==> config.mk <==
export PLATFORM = sky130hd
export DESIGN_NAME = alu_operand_stage
export DESIGN_NICKNAME = d
export VERILOG_FILES = /design/src/rtl/alu_pkg.sv /design/src/rtl/alu_skid_buffer.sv /design/src/rtl/alu_operand_stage.sv
export SDC_FILE = /design/constraint.sdc
export NUM_CORES = 1
export LEC_CHECK = 0
export ABC_AREA = 1
export CAP_MARGIN = 20
export CORE_MARGIN = 4
export CORE_UTILIZATION = 45
export DETAILED_ROUTE_END_ITERATION = 8
export GPL_TIMING_DRIVEN = 0
export PLACE_DENSITY = 0.77
export SLEW_MARGIN = 5
export SYNTH_ARGS = -nofsm -noshare
export SYNTH_HDL_FRONTEND = slang
export SYNTH_SLANG_ARGS = --single-unit
==> constraint.sdc <==
create_clock -name clk -period 2.7 [get_ports clk]
set_input_delay 0.27 -clock clk [delete_from_list [all_inputs] [get_ports clk]]
set_output_delay 0.27 -clock clk [all_outputs]
set_load 0.01 [all_outputs]
==> src/rtl/alu_pkg.sv <==
// alu_pkg: shared opcode fields, unit-select and logic sub-op constants for the ALU issue path
package alu_pkg;
  localparam int OPW = 4;
  localparam int UNITS = 4;
  localparam logic [1:0] UNIT_ARITH = 2'b00;
  localparam logic [1:0] UNIT_LOGIC = 2'b01;
  localparam logic [1:0] UNIT_SHIFT = 2'b10;
  localparam logic [1:0] UNIT_CMP = 2'b11;
  localparam logic [1:0] LOP_AND = 2'b00;
  localparam logic [1:0] LOP_OR = 2'b01;
  localparam logic [1:0] LOP_XOR = 2'b10;
  localparam logic [1:0] LOP_NOR = 2'b11;
  function automatic logic [UNITS-1:0] unit_onehot(input logic [1:0] sel);
    return UNITS'(1) << sel;
  endfunction
endpackage

==> src/rtl/alu_skid_buffer.sv <==
// alu_skid_buffer: 2-entry valid/ready register slice with registered in_ready and synchronous flush
module alu_skid_buffer #(
  parameter int W = 8
) (
  input  logic         clk,
  input  logic         rst_n,
  input  logic         flush,
  input  logic         in_valid,
  output logic         in_ready,
  input  logic [W-1:0] in_data,
  output logic         out_valid,
  input  logic         out_ready,
  output logic [W-1:0] out_data
);
  logic [W-1:0] main_q, main_d, skid_q, skid_d;
  logic mv_q, mv_d, sv_q, sv_d, rdy_q, acc, drain;
  assign acc = in_valid & rdy_q;
  assign drain = ~mv_q | out_ready;
  assign in_ready = rdy_q;
  assign out_valid = mv_q;
  assign out_data = main_q;
  // next state: main refills from skid first (FIFO order), the skid only catches input while main stalls
  always_comb begin
    main_d = drain ? (sv_q ? skid_q : in_data) : main_q;
    mv_d = ~flush & (drain ? (sv_q | acc) : 1'b1);
    skid_d = (~drain & acc) ? in_data : skid_q;
    sv_d = ~flush & ~drain & (sv_q | acc);
  end
  // state registers; in_ready is registered from the next skid occupancy so it never depends on out_ready
  always_ff @(posedge clk or negedge rst_n) begin
    if (!rst_n) begin
      main_q <= '0;
      skid_q <= '0;
      mv_q <= 1'b0;
      sv_q <= 1'b0;
      rdy_q <= 1'b1;
    end else begin
      main_q <= main_d;
      skid_q <= skid_d;
      mv_q <= mv_d;
      sv_q <= sv_d;
      rdy_q <= ~sv_d;
    end
  end
endmodule

==> src/rtl/alu_operand_stage.sv <==
// alu_operand_stage: registered ALU issue stage with capture-time opcode decode and issue counter
module alu_operand_stage
  import alu_pkg::*;
#(
  parameter int N = 32,
  parameter int CNTW = 16
) (
  input  logic              clk,
  input  logic              rst_n,
  input  logic              flush,
  input  logic              in_valid,
  output logic              in_ready,
  input  logic [N-1:0]      in_a,
  input  logic [N-1:0]      in_b,
  input  logic [OPW-1:0]    in_op,
  output logic              out_valid,
  input  logic              out_ready,
  output logic [N-1:0]      out_a,
  output logic [N-1:0]      out_b,
  output logic [1:0]        out_subop,
  output logic [UNITS-1:0]  out_unit_en,
  output logic [CNTW-1:0]   issued_cnt
);
  localparam int W = 2 * N + 2 + UNITS;
  logic [W-1:0] pay_in, pay_out;
  logic [UNITS-1:0] en_raw;
  logic [CNTW-1:0] cnt_q, cnt_d;
  assign pay_in = {in_a, in_b, in_op[1:0], unit_onehot(in_op[3:2])};
  alu_skid_buffer #(.W(W)) u_skid (
    .clk(clk),
    .rst_n(rst_n),
    .flush(flush),
    .in_valid(in_valid),
    .in_ready(in_ready),
    .in_data(pay_in),
    .out_valid(out_valid),
    .out_ready(out_ready),
    .out_data(pay_out)
  );
  assign {out_a, out_b, out_subop, en_raw} = pay_out;
  assign out_unit_en = en_raw & {UNITS{out_valid}};
  assign cnt_d = cnt_q + CNTW'(out_valid & out_ready);
  assign issued_cnt = cnt_q;
  // count output handshakes, including one that lands in a flush cycle; wraps naturally
  always_ff @(posedge clk or negedge rst_n) begin
    if (!rst_n) cnt_q <= '0;
    else cnt_q <= cnt_d;
  end
endmodule

==> out/results.txt <==
Buf+Inv Stages, Crit Path = 3
CP Data Required Time = 2.43 ns
Leakage power = 4.706 nW
Initial DRC Count = 357
Final hold violations = 0
Via density per instance = 4.826
FILL cells = 1376
Tot GR Track Use = 19.86%
H-tree depth = 4
Critical Path Max Stage Delay = 0.53 ns
Gpl congestion = 0.8302
CTS sink cnt = 159
DR WL/cell = 13.80 um
Post-route cell area = 9783 sq um
Slew at the pin with the worst max-slew slack = 0.5470 ns
R2R Path End = issued_cnt[10]
Core Region = 15890 sq um
Hpwl dp = 12280 um
Starting Density = 45.89%
Register-to-Register Path Depth = 10
Clock Skew = 0.007839 ns
Placed instance area = 9194 sq um
Syn avg cell area = 8.516 sq um
Hold Crit Class = in -> async
Syn Std Cell Area = 7289 sq um
Final setup vio count = 0
Row count = 46
Post-synth cell types = 22
DIE AREA = 18300 sq um
Final Net Count = 1113
Yosys Warn Count = 0
Clock-pin slew on the worst setup and hold paths = 0.06 ns
FF-to-FF Start = u_skid.out_valid
Vias in the first global route = 5806
CTS tree = done
Layout cell share with drive strength beyond 1 = 12.95%
CP Cell Sequence = buf_6 > nand2_1 > inv_1 > clkdlybuf4s50_1
Relative slew slack = 63.53%
Worst Setup Start Kind = flop
RSZ-0062 raised after global routing = false
Num CTS Buffers = 17
Routed Antenna Nets = 0
F_max = 0.5257 GHz
Die Wd = 135.3 um
Routed WL = 17470 um
Delay-heaviest family, CP = buffers and inverters
Drt first pass iters = 5
CTS Buffer Depth = 2
Residual DRC = 0
Congestion Overflow GR = 0
Setup bufs post-CTS = 0
I/O pin count = 161
Status = completed
Port Buffers = 160
Most frequent cells in the layout = nand2_1 (240), clkdlybuf4s50_1 (159), dfrtp_1 (158), inv_1 (84), nor2_1 (80)
Synth top area share = 54.24%
Total power divided by cell area = 655.5 nW/um^2
Chip height = 135.3 um
Worst vdd ir = 458.5 uV
Core Util, Final = 61.59%
Crit Path Class = reg -> out
Max-slew violation count = 0
First-pass GRT wire length = 28810 um
CTS root buf = clkbuf_16
Area grow syn2layout = 34.21%
Initial antenna violation count = 0
Largest area contributor in the netlist = dfrtp_1
Largest net degree at the start of global routing = 100
Reg2Reg Setup Slack = 0.96 ns
Final period util = 70.45%
Critical path's slowest cell = clkdlybuf4s50_1
Antenna diodes = 0
Via count = 6110
Clock period minus worst slack = 1.902 ns
Critical path capture point type = output pin
Most common cell after layout, fill and taps aside = nand2_1
Worst EP arrival = 1.63 ns
CP max FO = 10
Mapped Nets = 932
Ranking of synthesized cells by area = dfrtp_1 (54%), nand2_1 (12%), buf_4 (6.9%)
Synthesized flop and latch total = 159
Max capacitance violation total = 0
Syn Inst Count = 856
Clock Latency Late Sink = 0.43 ns
Sequential element share of the synthesized area = 54.60%
==> registers in the layout, summed over array words and instances (netlist names) <==
signal and flops:
u_skid.out_valid 1, u_skid.skid_q 70, u_skid.sv_q 1, u_skid.out_data 70, issued_cnt 16, u_skid.in_ready 1
==> stage by stage <==
step	total power [mW]	hold slack (ns)	worst slack, ns	TNS (ns)	instances
global placement	4.070	0.4644	-5.103	-806.75	1232
finish	6.413	0.3643	0.7978	0	1266
detailed placement	4.113	0.2311	0.7390	0	1233
floorplan	3.523	-0.02559	1.070	0	856
global route	6.736	0.4000	0.7244	0	1266
CTS	6.481	0.3664	0.7706	0	1266
==> worst reg2reg max path, stage by stage, from the launching register on <==
cell,delay [ns]
dfrtp_1,0.39
buf_6,0.16
nand2_1,0.07
inv_1,0.07
ha_1,0.16
ha_1,0.18
nand3_1,0.14
inv_1,0.12
nand2_1,0.10
o21ai_0,0.17
nand2_1,0.07
==> area by class of cell <==
type                    instances  area, sq um  area share (%)
plain buffers                 112        733.2           7.495
clock buffers                  19        452.9           4.630
clock inverters                13        126.4           1.292
inverters                      86        322.8           3.300
multi-input cells             499         2253           23.03
flip-flops and latches        159         3980           40.68
well taps                     216        270.3           2.763
repair buffers                162         1644           16.81
==> cell usage after synthesis <==
master / number
a21oi_1: 5
o21ai_1: 16
buf_6: 4
nand3_2: 1
nand3_1: 10
o21ai_0: 64
nor2_1: 80
dfstp_2: 1
a31oi_1: 66
xor2_1: 5
inv_1: 84
dfrtp_1: 158
nand2_1: 240
clkbuf_1: 16
inv_2: 2
nand2_4: 1
nor3_2: 1
buf_2: 25
xnor2_1: 3
ha_1: 3
buf_4: 67
nand4_1: 4
==> how the worst max path moves through the flow <==
stage	cells after the start	slack, ns	from	to
after floorplan	10	1.07	u_skid.out_valid	issued_cnt[10]
after global placement	1	-5.10	rst_n	u_skid.skid_q[53]
after detailed placement	10	0.74	out_ready	issued_cnt[10]
after CTS	4	0.77	u_skid.out_valid	out_unit_en[3]
after global routing	4	0.72	u_skid.out_valid	out_unit_en[2]
final	4	0.80	u_skid.out_valid	out_unit_en[3]
==> layer usage <==
metal	track usage (%)	up-vias	part of all wire (%)
met5	0	-	0
met4	7.727	0	2.4
met3	4.198	32	5.1
met2	32.11	158	50
met1	26.34	2902	43
li1	-	3018	-
==> power breakdown <==
| part | internal, mW | switching, mW | leakage [nW] |
|---|---|---|---|
| clock | 1.33 | 1.01 | 0.274 |
| sequential | 2.74 | 0.218 | 1.94 |
| combinational | 0.622 | 0.486 | 2.49 |
==> cell families after synthesis <==
kind of cell	synth area share, %
xor+xnor	0.9612
compound gates	11.50
fa+ha+maj	0.5150
flops	54.60
buf+inv	14.49
simple gates	17.94
==> what timing repair did <==
item,in CTS,in global routing
hold buffers,1,0
resized for setup,0,0
hold endpoints to repair,59,0
(Power assumes the default switching activity.)
